**src/rtl/lsu_mem_stage_pkg.sv**
```systemverilog
// Shared encodings for the LSU memory stage: access sizes, FSM states and
// the alignment / byte-enable helpers used by the top.
package lsu_mem_stage_pkg;

    localparam logic [1:0] LSU_BYTE = 2'b00;
    localparam logic [1:0] LSU_HALF = 2'b01;
    localparam logic [1:0] LSU_WORD = 2'b10;

    typedef enum logic [1:0] {
        LSU_IDLE = 2'b00,
        LSU_REQ  = 2'b01,
        LSU_WAIT = 2'b10
    } lsu_state_e;

    // Load+store together has no legal meaning and is reported as a fault.
    function automatic logic lsu_misaligned(input logic       load,
                                            input logic       store,
                                            input logic [1:0] size,
                                            input logic [1:0] off);
        logic bad;
        bad = load & store;
        case (size)
            LSU_BYTE: bad = bad;
            LSU_HALF: bad = bad | off[0];
            default:  bad = bad | (off != 2'b00);
        endcase
        return bad;
    endfunction

endpackage

```
**src/rtl/lsu_mem_stage_load_extend.sv**
```systemverilog
// Combinational load lane select and sign/zero extension of the returned word.
// Latency 0; no flow control.
module load_extend
    import lsu_mem_stage_pkg::*;
(
    input  logic [31:0] i_rdata,
    input  logic [1:0]  i_off,
    input  logic [1:0]  i_size,
    input  logic        i_signed,
    output logic [31:0] o_data
);

    logic [7:0]  w_byte;
    logic [15:0] w_half;

    always_comb begin
        w_byte = i_rdata[7:0];
        case (i_off)
            2'd0: w_byte = i_rdata[7:0];
            2'd1: w_byte = i_rdata[15:8];
            2'd2: w_byte = i_rdata[23:16];
            default: w_byte = i_rdata[31:24];
        endcase
        w_half = i_off[1] ? i_rdata[31:16] : i_rdata[15:0];

        case (i_size)
            LSU_BYTE: o_data = {{24{i_signed & w_byte[7]}}, w_byte};
            LSU_HALF: o_data = {{16{i_signed & w_half[15]}}, w_half};
            default:  o_data = i_rdata;
        endcase
    end

endmodule

```
**src/rtl/lsu_mem_stage.sv**
```systemverilog
// MIPS150 memory stage: ALU pass-through, load/store issue to data memory, misalign faults.
// Non-memory op / fault: 1 cycle. Memory ops stall execute (ex_ready=0) until the store handshakes or the load data returns.
module lsu_mem_stage
    import lsu_mem_stage_pkg::*;
#(
    parameter int ADDR_W = 32,
    parameter int DATA_W = 32
) (
    input  logic              clk,
    input  logic              rst,
    input  logic              ex_valid,
    output logic              ex_ready,
    input  logic              ex_load,
    input  logic              ex_store,
    input  logic [1:0]        ex_size,
    input  logic              ex_signed,
    input  logic [ADDR_W-1:0] alu_out,
    input  logic [DATA_W-1:0] ex_wdata,
    input  logic [4:0]        ex_rd,
    output logic              mem_req,
    input  logic              mem_ready,
    output logic [ADDR_W-1:0] mem_addr,
    output logic [3:0]        mem_we,
    output logic [DATA_W-1:0] mem_wdata,
    input  logic              mem_rvalid,
    input  logic [DATA_W-1:0] mem_rdata,
    output logic              wb_valid,
    output logic [4:0]        wb_rd,
    output logic [DATA_W-1:0] wb_data,
    output logic              exc_misalign,
    output logic [ADDR_W-1:0] exc_addr
);

    lsu_state_e r_state, w_state_nxt;

    logic              r_mem_req;
    logic [ADDR_W-1:0] r_mem_addr;
    logic [3:0]        r_mem_we;
    logic [DATA_W-1:0] r_mem_wdata;
    logic              r_wb_valid;
    logic [4:0]        r_wb_rd;
    logic [DATA_W-1:0] r_wb_data;
    logic              r_exc;
    logic [ADDR_W-1:0] r_exc_addr;

    logic              r_is_load;
    logic [1:0]        r_size;
    logic              r_signed;
    logic [4:0]        r_rd;
    logic [1:0]        r_off;

    logic              w_is_mem;
    logic              w_misalign;
    logic              w_accept;
    logic [3:0]        w_be;
    logic [DATA_W-1:0] w_wdata;
    logic [DATA_W-1:0] w_load_data;

    assign ex_ready   = (r_state == LSU_IDLE);
    assign w_accept   = ex_valid & ex_ready;
    assign w_is_mem   = ex_load | ex_store;
    assign w_misalign = lsu_misaligned(ex_load, ex_store, ex_size, alu_out[1:0]);

    always_comb begin
        w_be    = 4'b1111;
        w_wdata = ex_wdata;
        case (ex_size)
            LSU_BYTE: begin
                w_be    = 4'b0001 << alu_out[1:0];
                w_wdata = {4{ex_wdata[7:0]}};
            end
            LSU_HALF: begin
                w_be    = 4'b0011 << alu_out[1:0];
                w_wdata = {2{ex_wdata[15:0]}};
            end
            default: ;
        endcase
    end

    load_extend u_load_extend (
        .i_rdata  (mem_rdata),
        .i_off    (r_off),
        .i_size   (r_size),
        .i_signed (r_signed),
        .o_data   (w_load_data)
    );

    always_ff @(posedge clk) begin
        if (rst) r_state <= LSU_IDLE;
        else     r_state <= w_state_nxt;
    end

    always_comb begin
        w_state_nxt = r_state;
        case (r_state)
            LSU_IDLE: if (w_accept && w_is_mem && !w_misalign) w_state_nxt = LSU_REQ;
            LSU_REQ:  if (mem_ready) w_state_nxt = r_is_load ? LSU_WAIT : LSU_IDLE;
            LSU_WAIT: if (mem_rvalid) w_state_nxt = LSU_IDLE;
            default:  w_state_nxt = LSU_IDLE;
        endcase
    end

    always_ff @(posedge clk) begin
        if (rst) begin
            r_mem_req   <= 1'b0;
            r_mem_addr  <= '0;
            r_mem_we    <= 4'b0000;
            r_mem_wdata <= '0;
            r_wb_valid  <= 1'b0;
            r_wb_rd     <= 5'd0;
            r_wb_data   <= '0;
            r_exc       <= 1'b0;
            r_exc_addr  <= '0;
            r_is_load   <= 1'b0;
            r_size      <= LSU_WORD;
            r_signed    <= 1'b0;
            r_rd        <= 5'd0;
            r_off       <= 2'd0;
        end else begin
            r_wb_valid <= 1'b0;
            r_exc      <= 1'b0;
            case (r_state)
                LSU_IDLE: begin
                    if (w_accept) begin
                        if (!w_is_mem) begin
                            r_wb_valid <= 1'b1;
                            r_wb_data  <= alu_out;
                            r_wb_rd    <= ex_rd;
                        end else if (w_misalign) begin
                            r_exc      <= 1'b1;
                            r_exc_addr <= alu_out;
                        end else begin
                            r_mem_req   <= 1'b1;
                            r_mem_addr  <= {alu_out[ADDR_W-1:2], 2'b00};
                            r_mem_we    <= ex_store ? w_be : 4'b0000;
                            r_mem_wdata <= w_wdata;
                            r_is_load   <= ex_load;
                            r_size      <= ex_size;
                            r_signed    <= ex_signed;
                            r_rd        <= ex_rd;
                            r_off       <= alu_out[1:0];
                        end
                    end
                end
                LSU_REQ: begin
                    if (mem_ready) begin
                        r_mem_req <= 1'b0;
                        r_mem_we  <= 4'b0000;
                    end
                end
                LSU_WAIT: begin
                    if (mem_rvalid) begin
                        r_wb_valid <= 1'b1;
                        r_wb_rd    <= r_rd;
                        r_wb_data  <= w_load_data;
                    end
                end
                default: ;
            endcase
        end
    end

    assign mem_req      = r_mem_req;
    assign mem_addr     = r_mem_addr;
    assign mem_we       = r_mem_we;
    assign mem_wdata    = r_mem_wdata;
    assign wb_valid     = r_wb_valid;
    assign wb_rd        = r_wb_rd;
    assign wb_data      = r_wb_data;
    assign exc_misalign = r_exc;
    assign exc_addr     = r_exc_addr;

endmodule

```
**config.mk**
```make
export PLATFORM = sky130hd
export DESIGN_NAME = lsu_mem_stage
export DESIGN_NICKNAME = d
export VERILOG_FILES = /design/src/rtl/lsu_mem_stage_pkg.sv /design/src/rtl/lsu_mem_stage_load_extend.sv /design/src/rtl/lsu_mem_stage.sv
export SDC_FILE = /design/constraint.sdc
export NUM_CORES = 1
export LEC_CHECK = 0
export CORE_UTILIZATION = 35
export CTS_CLUSTER_SIZE = 16
export DETAILED_ROUTE_END_ITERATION = 7
export PLACE_DENSITY = 0.63
export SETUP_SLACK_MARGIN = 0.1
export SLEW_MARGIN = 15
export SYNTH_ARGS = -nofsm -noshare
export SYNTH_HDL_FRONTEND = slang
export SYNTH_SLANG_ARGS = --single-unit
```
**constraint.sdc**
```tcl
create_clock -name clk -period 2.7 [get_ports clk]
set_input_delay 0.54 -clock clk [delete_from_list [all_inputs] [get_ports clk]]
set_output_delay 0.54 -clock clk [all_outputs]
set_load 0.05 [all_outputs]
```
==> run metrics, run 1 <==
Total Nets Final=1,199; Crit. End Element=register; Post-DP HPWL=17,570 um; ys async rst share=0%; Max VDD drop=about 470 uV; Seq/Total Area, Yosys=43.66%; Syn Inst Count=864; CTS tree=done; die area=20,350 um^2; initial antenna violation count=0; clk buf depth=2; LEAKAGE=3.623 nW; compound-cell area share of the yosys netlist=25.91%; FMAX=0.4511 GHz; iteration count of the initial detailed-routing pass=5; net load switching power=0.001902 W; Yosys reg bits=151; initial core utilization=35.69%; Synth Area in Adders=0%; combinational share of power=22.4%; CTS clk-pin slew, worst paths=0.06 ns; PD cells=586.1 nW/um^2; Rel. slew slack=between 40% and 50%; P&R area growth vs syn=49.96%; Data required, critical path=between 2 and 3 ns; dominant synthesized flop cell=dfxtp_1; Worst Setup Path Type=reg -> reg; synth cell count leaders=dfxtp_1 (151), nand2_1 (142), a21oi_1 (110); DRC errors left=0; worst-skew pair later-pin latency=0.42 ns; IO buf count=249; global placement routability congestion=~0.86; final worst path period need=2.217 ns; H-tree Lvls=4; Root Buffer=clkbuf_16; ranking of synthesized cells by area=dfxtp_1 (44%), a21oi_1 (8.0%), nand2_1 (7.7%); share of layout cells above drive strength 1=8.538%; Die Height=142.7 um; largest net degree at the start of global routing=143; Yosys top cell by area=dfxtp_1; xor and xnor fraction of the mapped netlist area=0%; Max-Cap Viols=0; fin. max-slew vios=0; cts hold-fix bufs=0; Setup-failing EPs final=0; Core Area=just under 20,000 um^2; num ports=252; Clock Power Share=38.2%; Critical Path AT=2.49 ns; Clock Skew=0.009872 ns; die width=142.7 um; vias=7,196; status=finished, final reports clean; n_diodes=0; Synth Cell Area=6924 um^2; actual slew at the worst max-slew pin=0.7540 ns; syn avg cell area=about 8.0 um^2; Internal Power=between 0.004 and 0.005 W; sequential power share=about two fifths; global-route wire length before repair=38,260 um; Net Sw Frac=a little under a third; CTS sink count=151; most frequent cell after synthesis=dfxtp_1; crit start category=register; Vias per Instance=around 5.3; drt wl/cell=18.32 um; Tcrit/Tclk final=between 80% and 90%; final hold violation count=0; GRT Util Overall=24.59%; count of warnings emitted by yosys=0; worst hold path class=reg -> reg; 1st-iter DRT viols=545; WL final=25,020 um; unrepaired setup endpoints after global routing=no; EDFF count, synth=0; CTS buffer count=17; main combinational cell family by area after synthesis=compound AO/OA/AOI/OAI gates; vias in the first global route=6,741; post-synthesis mux area share=between 3 and 4%; count of cell types in the netlist=between 40 and 50; Remaining Overflow, GRT=0; post-synth top area share=a little over two fifths; Cell Rows=51; ANT nets after route=0; Max FO, Critical Path=16; Post-Synth Simple-Gate Area=20.49%; Setup TNS Final=0 ns; Final Hold Slack=~0.45 ns
==> power groups by stage <==
stage,clock network [W],registers (W),logic [W]
finish,0.00232,0.00240,0.00136
global route,0.00246,0.00241,0.00144
CTS,0.00236,0.00240,0.00136
detailed placement,0,0.00245,0.00136
global placement,0,0.00245,0.00136
floorplan,0,0.00279,0.000427
==> state kept, by name, indices dropped and copies added, names as in the netlist <==
name and cells:
mem_wdata 32, exc_addr 32, mem_we 4, wb_rd 5
wb_valid 1, r_signed 1, r_off 2, r_size 2
r_rd 5, exc_misalign 1, r_state 2, mem_req 1
mem_addr 30, wb_data 32, r_is_load 1
==> logic make-up after synthesis <==
family	after synthesis
compound gates	276
flops	151
simple gates	310
mux	26
other cells	1
buf+inv	100
==> area by class of cell <==
type / count / area [um^2]
clock buffers: 19 / 452.9
multi-input cells: 614 / 3513
well taps: 265 / 331.6
clock inverters: 13 / 118.9
fillers: 1905 / 9015
inverters: 13 / 48.80
flip-flops and latches: 151 / 3023
repair buffers: 291 / 2895
==> final timing paths <==
kind	cells after the start	from	to	slack [ns]
setup / recovery	4	r_off[0]	wb_data[0]	0.48
hold / removal	2	mem_addr[16]	mem_addr[16]	0.45
setup reg to reg	4	r_off[0]	wb_data[0]	0.48
hold reg to reg	2	mem_addr[16]	mem_addr[16]	0.45
==> cell usage in the layout, fill, tap and decap left out, types with 2 or more instances in the layout <==
cell | Yosys | final
nor2_1 | 31 | 31
mux2i_1 | 26 | 26
inv_6 | 0 | 4
a211oi_1 | 9 | 9
nand2_1 | 142 | 142
nand2b_1 | 4 | 4
buf_4 | 2 | 36
a21oi_1 | 110 | 110
conb_1 | 1 | 2
clkbuf_8 | 0 | 2
buf_12 | 0 | 7
nor2b_1 | 9 | 8
a311oi_1 | 13 | 13
o22ai_1 | 15 | 15
a211o_1 | 9 | 9
dfxtp_1 | 151 | 151
inv_1 | 13 | 13
o21ai_0 | 57 | 57
clkinvlp_4 | 0 | 4
a22o_1 | 7 | 7
o41ai_2 | 8 | 8
clkinv_2 | 0 | 3
nor3b_1 | 2 | 2
and2_1 | 15 | 15
o211ai_1 | 4 | 4
a22oi_1 | 7 | 7
o31ai_1 | 8 | 8
a2111oi_0 | 7 | 7
nor3_1 | 25 | 25
nor4_1 | 9 | 9
o41ai_1 | 8 | 8
o21a_1 | 3 | 3
and3_1 | 6 | 6
clkbuf_16 | 0 | 17
or2_2 | 2 | 2
nand3_1 | 60 | 60
clkdlybuf4s50_1 | 0 | 247
==> metal layers <==
metal	GRT usage [%]	share of wire [%]	vias up
li1	-	-	3541
met4	9.791	2.6	0
met1	31.46	44	3362
met5	0	0	-
met3	6.439	7.5	40
met2	39.29	46	253
==> worst max-delay path, cell delays in order (launching register included) <==
cell	delay (ns)
dfxtp_1	0.44
nand2b_1	0.37
a21o_1	0.38
a2111oi_0	0.74
o31ai_1	0.15
==> per-stage QoR <==
stage	power [W]	instance area, um^2	util [%]	std cells	setup WS, ns
after CTS	0.006131	10380	53.52	1366	0.1396
after detailed placement	0.003809	9809	50.57	1334	0.1458
after floorplan	0.003221	6928	-	865	0.6272
after global routing	0.006318	10380	53.53	1366	0.3079
after global placement	0.003803	9809	50.57	1334	0.2099
final	0.006085	10380	53.53	1366	0.4831
==> timing repair <==
action                     in CTS  in global routing
setup buffers                   0                  0
setup endpoints to repair       0                  1
gates resized for setup         0                  1
hold endpoints to repair        0                  0
Power figures use the tool's default switching activity.
==> inputs of run 2 (changes only) <==
Settings changed: PLACE_DENSITY 0.63 to 0.66.
Clock period 2.7 ns to 2 ns, I/O delays scaled along.
==> run 2 against run 1 <==
  * Worst setup slack got worse by 0.32 ns
  * Via count increased by 3.2%
  * Fmax increased by 21%
  * Global-route usage increased by 0.69 points
  * Critical path depth increased by 2
  * Register-to-register slack got worse by 0.32 ns
  * Routed wire length increased by 1.3%
  * Clock power increased by 41%
  * Sequential share of layout area decreased by 0.46 points
  * Largest cell class unchanged
  * Die area unchanged
  * Sequential cell count unchanged
  * Critical path type unchanged
  * Critical endpoint is now wb_data[7]
  * Clock skew decreased by 0.0041 ns
==> run metrics, run 2 (synthesized netlist as in run 1, its figures left out) <==
die width=142.7 um (unchanged); ANT nets after route=0 (unchanged); vias in the first global route=7,045 (+4.5%); worst-skew pair later-pin latency=0.43 ns (about the same); die area=20,350 um^2 (unchanged); WL final=25,350 um (+1.3%); FMAX=0.5451 GHz (+21%); fin. max-slew vios=0 (unchanged); initial core utilization=35.69% (unchanged); Cell Rows=51 (unchanged); Worst Setup Slack, final=0.1655 ns (-0.3175 ns); LEAKAGE=4.426 nW (+22%); worst hold path class=in -> reg; largest net degree at the start of global routing=84 (-41%); clk buf depth=2 (unchanged); Max-Cap Viols=0 (unchanged); PD cells=787.0 nW/um^2 (+34%); Root Buffer=clkbuf_16; Max VDD drop=604.1 uV (+30%); share of layout cells above drive strength 1=13.10% (+4.6 points); initial antenna violation count=1 (+1); Total Nets Final=1,235 (+3.0%); Area after DPL=10,070 um^2 (+2.7%); Worst Setup Path Type=reg -> reg; Setup-failing EPs final=0 (unchanged); Vias per Instance=5.292 (+0.46%); dpl ws=-0.3403 ns (-0.4861 ns); cts hold-fix bufs=0 (unchanged); GRT Util Overall=25.28% (+0.69 points); r2r startpoint=r_state[1]; vias=7,425 (+3.2%); Max FO, Critical Path=16 (unchanged); drt wl/cell=18.07 um (-1.4%); global-route wire length before repair=39,310 um (+2.7%); Crit. Startpoint=r_state[1]; fin util=54.41% (+0.88 points); Critical Path AT=2.15 ns (-0.34 ns); Tcrit/Tclk final=91.72% (+9.6 points); actual slew at the worst max-slew pin=0.6129 ns (-0.1410 ns); 1st-iter DRT viols=471 (-14%); Crit. End Element=register; Die Height=142.7 um (unchanged); CTS tree=done; Remaining Overflow, GRT=0 (unchanged); final worst path period need=1.834 ns (-0.3825 ns); Post-DP HPWL=18,460 um (+5.1%); Core Area=19,400 um^2 (unchanged); IO buf count=249 (unchanged); H-tree Lvls=4 (unchanged); status=finished, final reports clean; CTS buffer count=17 (unchanged); unrepaired setup endpoints after global routing=no; global placement routability congestion=0.9135 (+6.0%); most common cell after layout, fill and taps aside=dfxtp_1; postcts setup bufs=0 (unchanged); CTS clk-pin slew, worst paths=0.07 ns (about the same); total power draw=0.008307 W (+37%); Final Instance Area=10,560 um^2 (+1.7%); Rel. slew slack=59.14% (+11 points); Final Hold Slack=0.4261 ns (-0.02542 ns); hold_sp=ex_store; crit start category=register; final hold violation count=0 (unchanged); P&R area growth vs syn=52.44%; DRC errors left=0 (unchanged); Clock Skew=0.005758 ns (-0.004114 ns); Data required, critical path=2.31 ns (-0.67 ns); CTS sink count=151 (unchanged); iteration count of the initial detailed-routing pass=5 (unchanged); most frequent cells in the layout=dfxtp_1 (150), nand2_1 (142), dlygate4sd2_1 (127), a21oi_1 (109), clkdlybuf4s50_1 (106); num ports=252 (unchanged)
==> run 2: cell count changes in the layout (fill, tap and decap cells not counted), moves of 2 or more <==
cell	change
clkdlybuf4s50_1	-141
dlygate4sd2_1	+127
buf_4	+46
a2111oi_0	-5
a2111oi_2	+3
clkinv_2	-3
inv_6	+3
a2111oi_1	+2
buf_12	+2
clkbuf_8	-2
dlymetal6s2s_1	+2
==> run 2: cell type report <==
| type | instances | area [um^2] |
|---|---|---|
| tap | 265 | 331.6 |
| timing repair buffer | 327 | 3007 |
| multi-input combinational | 614 | 3548 |
| antenna | 1 | 2.502 |
| fill | 1918 | 8843 |
| inverter | 13 | 48.80 |
| clock inverter | 15 | 167.7 |
| clock buffer | 17 | 425.4 |
| sequential | 151 | 3024 |
==> run 2: worst max-delay path: stages, from the launching register on <==
cell and delay, ns:
dfxtp_1 0.33, buf_4 0.22, nor2b_2 0.31, o31ai_1 0.12, nor4_1 0.47, buf_4 0.21
o31ai_1 0.07
==> run 2: final timing paths <==
| kind | to | slack [ns] | cells past startpoint |
|---|---|---|---|
| min | r_is_load | 0.43 | 3 |
| min reg2reg | mem_addr[22] | 0.45 | 2 |
| max reg2reg | wb_data[7] | 0.17 | 6 |
| max | wb_data[7] | 0.17 | 6 |
==> run 2: repair_timing <==
item | 4_1_cts | 5_1_grt
pin swaps | 0 | 2
setup endpoints to repair | 132 | 52
gates resized for setup | 132 | 10
==> run 2: power by group <==
part / internal [W] / total (W) / leakage [nW] / switching [W]
clock network: 0.00187 / 0.00327 / 0.274 / 0.00140
registers: 0.00316 / 0.00324 / 1.23 / 0.0000773
logic: 0.000652 / 0.00181 / 2.92 / 0.00115
==> run 2: per-layer routing <==
| layer | share of wire [%] | up-vias | GRT usage [%] |
|---|---|---|---|
| met2 | 46 | 273 | 40.20 |
| li1 | - | 3608 | - |
| met3 | 7.1 | 35 | 6.070 |
| met5 | 0 | - | 0 |
| met1 | 44 | 3509 | 33.18 |
| met4 | 2.4 | 0 | 9.225 |
==> run 2: per-stage QoR <==
step           instances  TNS [ns]
6_report            1403         0
3_3_place_gp        1370    -25.64
5_1_grt             1402         0
2_1_floorplan        865         0
4_1_cts             1402         0
3_5_place_dp        1370    -27.45
